<file path="src/rtl/uop_sequencer.sv">
// Microcode sequencer: walks a registered microcode ROM from address 0 and
// dispatches decoded micro-ops to an arithmetic engine, one at a time.
module uop_sequencer #(
    parameter int UOP_ADDR_W = 6,
    parameter int UOP_W      = 20
) (
    input  logic                  clk,
    input  logic                  rst,
    input  logic                  ena,
    output logic                  rdy,
    output logic [UOP_ADDR_W-1:0] uop_addr,
    input  logic [UOP_W-1:0]      uop_data,
    input  logic                  cond,
    output logic                  exec_ena,
    output logic [3:0]            exec_opcode,
    output logic [4:0]            exec_src_a,
    output logic [4:0]            exec_src_b,
    output logic [4:0]            exec_dst,
    input  logic                  exec_rdy
);

    localparam logic [1:0] S_IDLE   = 2'd0;
    localparam logic [1:0] S_FETCH  = 2'd1;
    localparam logic [1:0] S_DECODE = 2'd2;
    localparam logic [1:0] S_EXEC   = 2'd3;

    localparam logic [3:0]            OP_RDY   = 4'h0;
    localparam logic [UOP_ADDR_W-1:0] ADDR_ONE = {{(UOP_ADDR_W-1){1'b0}}, 1'b1};

    logic [1:0] state;
    logic [3:0] opcode;
    logic [4:0] src_a;
    logic [4:0] src_b;
    logic [4:0] dst;
    logic       always_flag;
    logic       last_addr;

    assign opcode      = uop_data[19:16];
    assign src_a       = uop_data[15:11];
    assign src_b       = uop_data[10:6];
    assign dst         = uop_data[5:1];
    assign always_flag = uop_data[0];
    // The top ROM word ends the program instead of wrapping back to 0.
    assign last_addr   = &uop_addr;

    always_ff @(posedge clk or posedge rst) begin
        if (rst) begin
            state       <= S_IDLE;
            rdy         <= 1'b1;
            exec_ena    <= 1'b0;
            uop_addr    <= '0;
            exec_opcode <= '0;
            exec_src_a  <= '0;
            exec_src_b  <= '0;
            exec_dst    <= '0;
        end else begin
            exec_ena <= 1'b0;
            case (state)
                S_IDLE: begin
                    if (ena) begin
                        uop_addr <= '0;
                        rdy      <= 1'b0;
                        state    <= S_FETCH;
                    end
                end
                S_FETCH: state <= S_DECODE;
                S_DECODE: begin
                    if (opcode == OP_RDY) begin
                        rdy   <= 1'b1;
                        state <= S_IDLE;
                    end else if (!always_flag && !cond) begin
                        if (last_addr) begin
                            rdy   <= 1'b1;
                            state <= S_IDLE;
                        end else begin
                            uop_addr <= uop_addr + ADDR_ONE;
                            state    <= S_FETCH;
                        end
                    end else begin
                        exec_opcode <= opcode;
                        exec_src_a  <= src_a;
                        exec_src_b  <= src_b;
                        exec_dst    <= dst;
                        exec_ena    <= 1'b1;
                        state       <= S_EXEC;
                    end
                end
                S_EXEC: begin
                    // A completion seen alongside the dispatch strobe belongs to nothing.
                    if (exec_rdy && !exec_ena) begin
                        if (last_addr) begin
                            rdy   <= 1'b1;
                            state <= S_IDLE;
                        end else begin
                            uop_addr <= uop_addr + ADDR_ONE;
                            state    <= S_FETCH;
                        end
                    end
                end
                default: state <= S_IDLE;
            endcase
        end
    end

endmodule

</file>
<file path="config.mk">
export PLATFORM = sky130hd
export DESIGN_NAME = uop_sequencer
export DESIGN_NICKNAME = d
export VERILOG_FILES = /design/src/rtl/uop_sequencer.sv
export SDC_FILE = /design/constraint.sdc
export NUM_CORES = 1
export LEC_CHECK = 0
export ABC_CLOCK_PERIOD_IN_PS = 1700
export BUFFER_PORTS_ARGS = -buffer_cell sky130_fd_sc_hd__buf_2
export CAP_MARGIN = 30
export CELL_PAD_IN_SITES_DETAIL_PLACEMENT = 0
export CELL_PAD_IN_SITES_GLOBAL_PLACEMENT = 2
export CORE_UTILIZATION = 28
export DETAILED_ROUTE_END_ITERATION = 8
export PLACE_DENSITY_LB_ADDON = 0.2
export SLEW_MARGIN = 10
export SYNTH_ARGS = -nofsm -noshare
export SYNTH_HDL_FRONTEND = slang
export SYNTH_SLANG_ARGS = --single-unit
export TNS_END_PERCENT = 30
</file>
<file path="constraint.sdc">
create_clock -name clk -period 1.7 [get_ports clk]
set_input_delay 0.255 -clock clk [delete_from_list [all_inputs] [get_ports clk]]
set_output_delay 0.255 -clock clk [all_outputs]
set_load 0.03 [all_outputs]
</file>
Word-level counts from Yosys, hierarchy flattened
Index checks and enable logic that the tools add are counted.
W data, S select, Z words.
- bits in registers: 29
- bits in latches: 0
- RAM bits: 0
- bits in read-only memories: 0
- input port bits: 25
- output and inout port bits: 27
- memories: 0
- $add $sub $neg: 1
- multipliers: 0
- div/mod/pow operators: 0
- magnitude comparators: 0
- eq/ne operators: 8
- shifts and indexed selects: 0
- muxes and demuxes: 21
- bitwise logic cells: 2
- reduce and logical (&&, ||, !) cells: 13
- operators with widths (kind ; number):
    $mux W6 ; 5
    $pmux W6 S3 ; 1
    $mux W1 ; 9
    $mux W2 ; 4
    $ne A2 B2 Y1 const B ; 4
    $pmux W2 S4 ; 1
    $add A6 B1 Y6 const B ; 1
    $reduce_and A6 Y1 ; 1
    $reduce_and A5 Y1 ; 1
    $eq A2 B2 Y1 const B ; 2
    $logic_not A4 Y1 ; 1
    $reduce_and A4 Y1 ; 1
    $logic_not A1 Y1 ; 3
    $ne A3 B3 Y1 const B ; 1
    $pmux W1 S3 ; 1
    $reduce_and A3 Y1 ; 1
    $reduce_bool A3 Y1 ; 1
    $eq A2 B1 Y1 const B ; 1
    $logic_and A1 B1 Y1 ; 2
    $logic_not A2 Y1 ; 1
    $not A1 Y1 ; 2
    $reduce_and A2 Y1 ; 1

Longest topological paths before layout
Gate-level depths: netlist of run 1.
- depth in word-level cells: 5
- depth in mapped cells: 6

Least setup slack after synthesis of run 1
No wires, ideal clock.
- path kind: reg2reg
- from: register state[0]
- to: register uop_addr[0]
- library setup time: 0.125 ns
- arrival: 1.724 ns
- data required time: 1.575 ns
- slack: -0.150 ns
- stages on the path, launching flop included: 7
- buffers on the path: 0
- clock period less this slack: 1.850 ns
- cell sequence: dfrtp_1 -> inv_1 -> ha_1 -> nor2b_1 -> a21oi_1 -> o211a_4 -> mux2_4
- longest elaborated chain between the ends: 3
- RTL lines (item ; RTL line ; source):
    start, declared ; 30 ; logic [1:0] state;
    start signal, assigned ; 48 ; state <= S_IDLE;
    start signal, assigned ; 63 ; state <= S_FETCH;
    start signal, assigned ; 66 ; S_FETCH: state <= S_DECODE;
    $eq A2 B2 Y1 or $logic_not A2 Y1 (tied branches) ; 58 ; case (state)
    $ne A2 B2 Y1 (no source line) or $reduce_bool A3 Y1 (tied branches) ; n/a ;
    $reduce_and A5 Y1 (no source line) ; n/a ;
    end signal, assigned ; 76 ; uop_addr <= uop_addr + ADDR_ONE;
    end signal, assigned ; 95 ; uop_addr <= uop_addr + ADDR_ONE;
    end, declared ; 11 ; output logic [UOP_ADDR_W-1:0] uop_addr,
Parallel ways exist; a longest one is shown, timed or not.
A chain may end at the register's enable or synchronous reset.

Worst setup path after layout of run 1
- from: register uop_addr[4]
- to: register uop_addr[1]
- longest elaborated chain between the ends: 5
- RTL lines (item ; RTL line ; source):
    $reduce_and A6 Y1 * ; 44 ; assign last_addr = &uop_addr;
    $mux W6 * ; n/a ;
    $mux W6 (2 in a row) ; n/a ;
    $pmux W6 S3 * ; n/a ;
Every way passes the cells marked *; elsewhere a longest branch is shown, timed or not. The select of a mux whose other input is x is not followed.

==> results.toml, run 1 <==
[synthesis]
yosysSeqAreaShare = 0.5061
synth_edf_count = 0
synth_ff_type = "dfrtp_1"
syn_inst = 111
ys_top_cells_by_count = "dfrtp_1, mux2_2, nor2_1"
async_flop_share = 1.000
synthTopCellsByArea = "dfrtp_1, mux2_2, ha_1, o2111ai_1, nand3_1"
synth_warnings = 0
synth_area_um2 = 1436
syn-mean-instance-area_um2 = 12.94
synth_most_common_cell = "dfrtp_1"
ys_ff_latch = 29
synth_top_area_cell = "dfrtp_1"
synth_cell_types = 36
synth_fp_nets = 141
synth_top_area_share = 0.4878

[layout]
fillers = 483
fin_util = 0.4410
area_growth_syn_to_layout_pct = 47.91
seqCellArea_um2 = 733.2
fin_nets = 222
layout-drive-gt1-share = 0.6528
multiInputGateArea_um2 = 720.7
antenna_cells = 0

[worst_setup_path]
slowest_delay_ps = 400
slowest_stage = "dfrtp_2"
worstSetupEndpointType = "flip-flop"
crit_required_ps = 1870
cp_cell_sequence = "and3_1 > a41oi_4 > o211a_4 > mux2_4"
cp.arrival_ps = 1860
crit_path_max_fanout = 6
crit_type = "flip-flop to flip-flop"
start_kind = "flip-flop"

[clock_tree]
clock-root-buffer = "clkbuf_8"
cts_made_buffers = 5
cts.clk_slew.worst_paths_ps = 70
clock_latency_ps = 290
cts.sinks = 29
hold_buffers = 0
cts_tree = "yes"
cts_buffer_depth = 2
htreeDepth = 2

[floorplanning]
die_w_um = 73.63
io_pins = 52
core_area_um2 = 4817
die_area_um2 = 5421
num_rows = 25
start_util = 0.2982
die_height_um = 73.63

[sta]
rsz0062_at_grt = "yes"
finClkSkew_ps = 8.897
worst-slew-pin-transition_ps = 367.9
max_freq_ghz = 0.5907
min_period_ps = 1693
setup_viol = 0
slew_viol_final = 0
hold_violations = 0
maxSlewHeadroom = 0.7547
fin_crit_sh = 0.9959

[routing]
dr_total_vias = 1191
drt-pass1-iter-count = 4
drc_errors = 0
post_drt_wl_per_cell_um = 13.39
drt_iter0_drc = 78
ant_nets = 0
routed_wl_um = 3481
viasPerCell = 4.581

[power_and_ir_drop]
vdd_drop_max_mv = 0.9089
p_leak_nw = 0.9857
powerDensity_nw_per_um2 = 2033
totalPowerFinal_mw = 4.319

[place]
io_buffers = 51
dp_hpwl_um = 2376
gp_congestion = 0.7581

[grt]
grt_pass1_vias = 1154
antenna_found_initial = 0
grt_usage = 0.1344
overflow = 0
grt_pass1_wl_um = 5319
grt_max_degree = 30

[worst_hold_path]
hold_path_class = "primary input to asynchronous set/reset pin"

[run]
maxCapViolCount = 0

[status]
status = "finished, final reports clean"
-- where the power goes --
| group | internal, mW | switching, mW | total (mW) |
|---|---|---|---|
| Combinational | 1.14 | 1.42 | 2.56 |
| Sequential | 1.01 | 0.157 | 1.17 |
| Clock | 0.328 | 0.268 | 0.596 |
| Total | 2.48 | 1.84 | 4.32 |
-- per-layer routing --
metal	GRT usage	part of all wire	vias up
li1	-	-	578
met1	0.1690	0.46	566
met2	0.2069	0.45	40
met3	0.05350	0.066	7
met4	0.05128	0.015	0
met5	0	0	-
-- flip-flops by register name, indices dropped and copies added, names as in the netlist --
name / count
exec_ena: 1
exec_opcode: 4
state: 2
exec_dst: 5
rdy: 1
exec_src_a: 5
exec_src_b: 5
uop_addr: 6
-- worst paths after layout --
check                          startpoint             end  slack (ps)  cells after the start
max in group asynchronous             rst             rdy        1360                      3
setup / recovery              uop_addr[4]     uop_addr[1]           7                      4
hold reg to reg            exec_opcode[0]  exec_opcode[0]         500                      1
hold / removal                        rst  exec_opcode[2]          30                      3
setup reg to reg              uop_addr[4]     uop_addr[1]           7                      4
min in group clk             uop_data[12]   exec_src_a[1]         190                      2
-- what timing repair did --
item                                    CTS  global route
pin swaps                                 0             1
buffers inserted                          1             6
cloned                                    0             2
endpoints found under the setup margin   15            24
resized for setup                         0            14
-- cell usage in the layout (no fill, tap or decap), types with 2 or more instances in the layout --
cell type / netlist / routed
mux2_4: 2 / 2
inv_1: 5 / 3
o211ai_1: 2 / 2
ha_2: 0 / 3
a21oi_1: 3 / 2
nand3_1: 6 / 6
buf_4: 0 / 22
clkbuf_8: 0 / 6
dfrtp_2: 0 / 5
nor3_1: 2 / 2
nor2_1: 7 / 7
o2111ai_1: 4 / 4
buf_6: 1 / 3
mux2_2: 18 / 18
dfrtp_1: 28 / 23
nor2b_1: 3 / 3
inv_2: 0 / 2
buf_2: 2 / 51
nand2b_1: 2 / 2
-- final cells by class --
cell class,count,area share
Sequential cell,29,0.3451
Multi-Input combinational cell,74,0.3392
Timing Repair Buffer,77,0.2232
Clock buffer,7,0.04064
Tap cell,67,0.03946
Inverter,5,0.008834
Clock inverter,1,0.003534
-- per-stage QoR --
stage          hold WS [ps]  setup slack, ps  instances  cell area, µm²  TNS, ps
3_3_place_gp          343.2            18.08        243            1924        0
3_5_place_dp          344.4           -22.83        243            1924   -46.75
2_1_floorplan         332.0            1.445        111            1466        0
6_report              25.63            6.984        260            2125        0
5_1_grt               70.86           -27.55        260            2125   -66.47
4_1_cts               27.77           -18.07        252            2026   -114.0
-- kinds of logic (layout without fill, tap and decap cells) --
logic type / count (synthesis) / count (layout) / synth area share
multiplexers: 22 / 22 / 0.1768
buffers and inverters: 8 / 90 / 0.02788
AND/OR/NAND/NOR: 28 / 28 / 0.1185
flip-flops: 29 / 29 / 0.5061
AO/OA/AOI/OAI: 19 / 19 / 0.1272
adder cells (fa/ha/maj): 5 / 5 / 0.04355
-- critical path: cells and delay by family (launching register included) --
kind | cells | cell delay [ps]
and+or+nand+nor | 1 | 280
muxes | 1 | 310
DFF | 1 | 400
AOI/OAI and AO/OA | 2 | 590
Note: power is estimated with default switching activity, not from simulation.
==> run 2: changes to the inputs <==
--- a/config.mk
+++ b/config.mk
@@ -13,6 +13,7 @@
 export CORE_UTILIZATION = 28
 export DETAILED_ROUTE_END_ITERATION = 8
 export PLACE_DENSITY_LB_ADDON = 0.2
+export RECOVER_POWER = 50
 export SLEW_MARGIN = 10
 export SYNTH_ARGS = -nofsm -noshare
 export SYNTH_HDL_FRONTEND = slang
==> results.toml, run 2 (same netlist as run 1, synthesis figures left out) <==
[status]
status = "finished, final reports clean"

[sta]
layout_setup_ws_ps = 6.736
max_freq_ghz = 0.5906
finClkSkew_ps = 8.782
maxSlewHeadroom = 0.5194
hold_violations = 0
setup-tns-final_ps = 0
min_period_ps = 1693
fin_crit_sh = 0.9960
worst-slew-pin-transition_ps = 721.0
slew_viol_final = 0
setup_viol = 0
rsz0062_at_grt = "yes"

[place]
dpl_worst_slack_ps = -22.83
dp_hpwl_um = 2376
io_buffers = 51
gp_congestion = 0.7581
place_inst = 243
dpl-instance-area_um2 = 1924

[worst_setup_path]
slowest_stage = "dfrtp_2"
slowest_delay_ps = 400
r2r_cells = 4
worstSetupEndpointType = "flip-flop"
crit_required_ps = 1870
cp.buffers_inverters = 0
reg2reg_slack_ps = 7
crit_path_max_fanout = 6
start_kind = "flip-flop"
worst-path-stages = 4
crit_family = "compound AO/OA/AOI/OAI gates"
rr_startpoint = "uop_addr[4]"
cp_cell_sequence = "and3_1 > a41oi_4 > o211a_4 > mux2_4"
cp.arrival_ps = 1860
worstReg2RegEnd = "uop_addr[1]"
crit_type = "flip-flop to flip-flop"

[layout]
final_area_um2 = 2107
fin_nets = 222
layout_common_cells = "buf_2, dfrtp_1, buf_4"
mostFrequentLayoutCell = "buf_2"
largest_reg_flops = 6
layout-drive-gt1-share = 0.5907
stdcell_count = 260
area_growth_syn_to_layout_pct = 46.69
antenna_cells = 0
regMostFlops = "uop_addr"

[routing]
post_drt_wl_per_cell_um = 13.35
routed_wl_um = 3470
ant_nets = 0
drt_iter0_drc = 62
viasPerCell = 4.565
drc_errors = 0
dr_total_vias = 1187
drt-pass1-iter-count = 4

[power_and_ir_drop]
vdd_drop_max_mv = 0.9088
p_leak_nw = 0.9496
totalPowerFinal_mw = 4.279
powerDensity_nw_per_um2 = 2031

[clock_tree]
cts_buffer_depth = 2
clock-root-buffer = "clkbuf_8"
cts.sinks = 29
cts.clk_slew.worst_paths_ps = 70
clock_latency_ps = 290
cts_made_buffers = 5
htreeDepth = 2
cts_tree = "yes"

[grt]
antenna_found_initial = 0
grt_pass1_wl_um = 5319
overflow = 0
grt_max_degree = 30
grt_pass1_vias = 1154
grt_usage = 0.1344

[floorplanning]
die_area_um2 = 5421
die_w_um = 73.63
num_rows = 25
start_util = 0.2982
die_height_um = 73.63
io_pins = 52
core_area_um2 = 4817

[run]
maxCapViolCount = 0

[worst_hold_path]
hold_path_class = "primary input to asynchronous set/reset pin"
-- run 2: cell types whose count changed in the layout (fill, tap and decap cells not counted), sizes merged --
cell	before	now
buf	77	64
clkbuf	7	20
-- run 2: how the worst max path moves through the flow --
stage                      startpoint             to  slack, ps
final                     uop_addr[4]    uop_addr[1]          7
after floorplan           uop_addr[4]    uop_addr[0]          1
after global routing      uop_addr[4]    uop_addr[1]        -30
after global placement       state[0]            rdy         20
after CTS                    state[0]  exec_src_b[4]        -20
after detailed placement     state[0]            rdy        -20
-- run 2: stage by stage --
step,hold slack (ps),util
final,155.5,0.4374
after floorplan,332.0,-
after global routing,184.5,0.4374
after CTS,27.77,0.4205
after detailed placement,344.4,0.3995
after global placement,343.2,0.3995
-- run 2: cell type report --
cell class	instances	area (µm²)
Tap cell	67	83.83
Sequential cell	29	733.2
Clock inverter	1	7.507
Multi-Input combinational cell	74	720.7
Timing Repair Buffer	77	456.7
Clock buffer	7	86.33
Fill cell	482	2710
Inverter	5	18.77
-- run 2: power by group --
part	internal (mW)	leakage, nW	switching (mW)
Sequential	1.01	0.346	0.161
Combinational	1.10	0.559	1.41
Clock	0.328	0.0445	0.268
-- run 2: routing by layer --
layer	track usage	wire [µm]
met1	0.1690	1618
met2	0.2069	1581
met3	0.05350	217
met4	0.05128	53
met5	0	0
-- run 2: timing repair --
item,4_1_cts,5_1_grt
hold buffers,0,0
endpoints found under the hold margin,0,0
endpoints found under the setup margin,15,24
gates cloned,0,2
pin swaps,0,1
buffers inserted,1,6
gates resized for setup,0,14
-- run 2: worst register-to-register path, stage by stage (launching register included) --
cell and delay, ps:
dfrtp_2 400, and3_1 280, a41oi_4 330, o211a_4 260, mux2_4 310
==> run 3: changes to the inputs <==
==> constraint.sdc (replaced) <==
create_clock -name clk -period 1.7 [get_ports clk]
set_input_delay 0.17 -clock clk [delete_from_list [all_inputs] [get_ports clk]]
set_output_delay 0.17 -clock clk [all_outputs]
set_load 0.03 [all_outputs]
==> results.toml, run 3 (same netlist as run 1, synthesis figures left out) <==
[routing]
drt-pass1-iter-count = 3
drc_errors = 0
ant_nets = 0
viasPerCell = 4.636
dr_total_vias = 1196
drt_iter0_drc = 67
routed_wl_um = 3391
post_drt_wl_per_cell_um = 13.14

[layout]
largest_reg_flops = 6
antenna_cells = 0
layout_common_cells = "buf_2, dfrtp_1, buf_4"
area_growth_syn_to_layout_pct = 46.08
regMostFlops = "uop_addr"
fin_nets = 220
layout-drive-gt1-share = 0.5864
final_area_um2 = 2098
mostFrequentLayoutCell = "buf_2"

[worst_setup_path]
crit_path_max_fanout = 5
start_kind = "flip-flop"
cp_cell_sequence = "inv_2 > ha_2 > nor2_1 > a21o_1 > o211a_4 > mux2_4"
cp.arrival_ps = 1840
crit_required_ps = 1860
slowest_delay_ps = 410
worstSetupEndpointType = "flip-flop"
crit_type = "flip-flop to flip-flop"
slowest_stage = "dfrtp_1"

[place]
dpl_worst_slack_ps = -1.235
dp_hpwl_um = 2526
io_buffers = 51
dpl-instance-area_um2 = 1939
gp_congestion = 0.8229

[clock_tree]
cts_buffer_depth = 2
cts_tree = "yes"
cts.sinks = 29
clock-root-buffer = "clkbuf_8"
clock_latency_ps = 280
cts_made_buffers = 5
htreeDepth = 2
cts.clk_slew.worst_paths_ps = 60

[grt]
grt_pass1_wl_um = 5692
grt_pass1_vias = 1273
grt_max_degree = 30
grt_usage = 0.1408
antenna_found_initial = 0
overflow = 0

[sta]
finClkSkew_ps = 5.618
maxSlewHeadroom = 0.5190
max_freq_ghz = 0.5952
setup_viol = 0
min_period_ps = 1680
worst-slew-pin-transition_ps = 721.5
slew_viol_final = 0
layout_setup_ws_ps = 19.87
rsz0062_at_grt = "yes"
hold_violations = 0
fin_crit_sh = 0.9883

[worst_hold_path]
hold_path_class = "primary input to flip-flop"

[power_and_ir_drop]
p_leak_nw = 0.9462
vdd_drop_max_mv = 0.9752
powerDensity_nw_per_um2 = 2000

[run]
maxCapViolCount = 0

[floorplanning]
die_w_um = 73.63
io_pins = 52
core_area_um2 = 4817
die_height_um = 73.63
die_area_um2 = 5421
num_rows = 25
start_util = 0.2982

[status]
status = "finished, final reports clean"
[run 3: routing by layer]
| layer | track usage | share of wire |
|---|---|---|
| met1 | 0.1743 | 0.45 |
| met2 | 0.2141 | 0.46 |
| met4 | 0.08333 | 0.030 |
| met3 | 0.04527 | 0.053 |
| met5 | 0 | 0 |
[run 3: critical path, delay by kind of cell (launching register included)]
kind            cells  cell delay [ps]
buf+inv             1              100
simple gates        1               90
flops               1              410
compound gates      2              400
mux                 1              300
fa+ha+maj           1              270
[run 3: final cells by class]
class | count | area, µm²
fill | 493 | 2719
clock buffer | 8 | 90.09
timing repair buffer | 75 | 434.2
sequential | 29 | 733.2
tap | 67 | 83.83
multi-input combinational | 74 | 738.2
inverter | 5 | 18.77
[run 3: report_power, final]
group          switching, mW  leakage (nW)  internal, mW
sequential             0.155         0.346          1.01
combinational           1.39         0.555          1.06
clock                  0.245        0.0455         0.329
[run 3: final timing paths]
kind                            depth (start not counted)        endpoint  slack (ps)    startpoint
worst max-delay path                                    6     uop_addr[1]          20      state[0]
worst min-delay path                                    2   exec_src_a[3]         120  uop_data[14]
worst max register to register                          6     uop_addr[1]          20      state[0]
worst min register to register                          1             rdy         490           rdy
max in group asynchronous                               4     uop_addr[1]         560           rst
min in group asynchronous                               4  exec_opcode[2]         640           rst
[run 3: what timing repair did]
action | CTS | global route
hold endpoints to repair | 28 | 0
buffers inserted | 1 | 3
pin swaps | 0 | 2
setup endpoints to repair | 4 | 27
resized for setup | 1 | 8
hold buffers | 1 | 0
[run 3: through the flow]
step / power, mW / util / instances / setup TNS, ps / hold slack, ps
after floorplan: 2.729 / - / 111 / 0 / 247.0
after global placement: 3.479 / 0.4026 / 245 / 0 / 257.5
after detailed placement: 3.528 / 0.4026 / 245 / -1.235 / 264.0
after CTS: 4.158 / 0.4262 / 255 / -13.15 / 114.1
after global routing: 4.476 / 0.4356 / 258 / -132.0 / 109.7
final: 4.197 / 0.4356 / 258 / 0 / 124.5
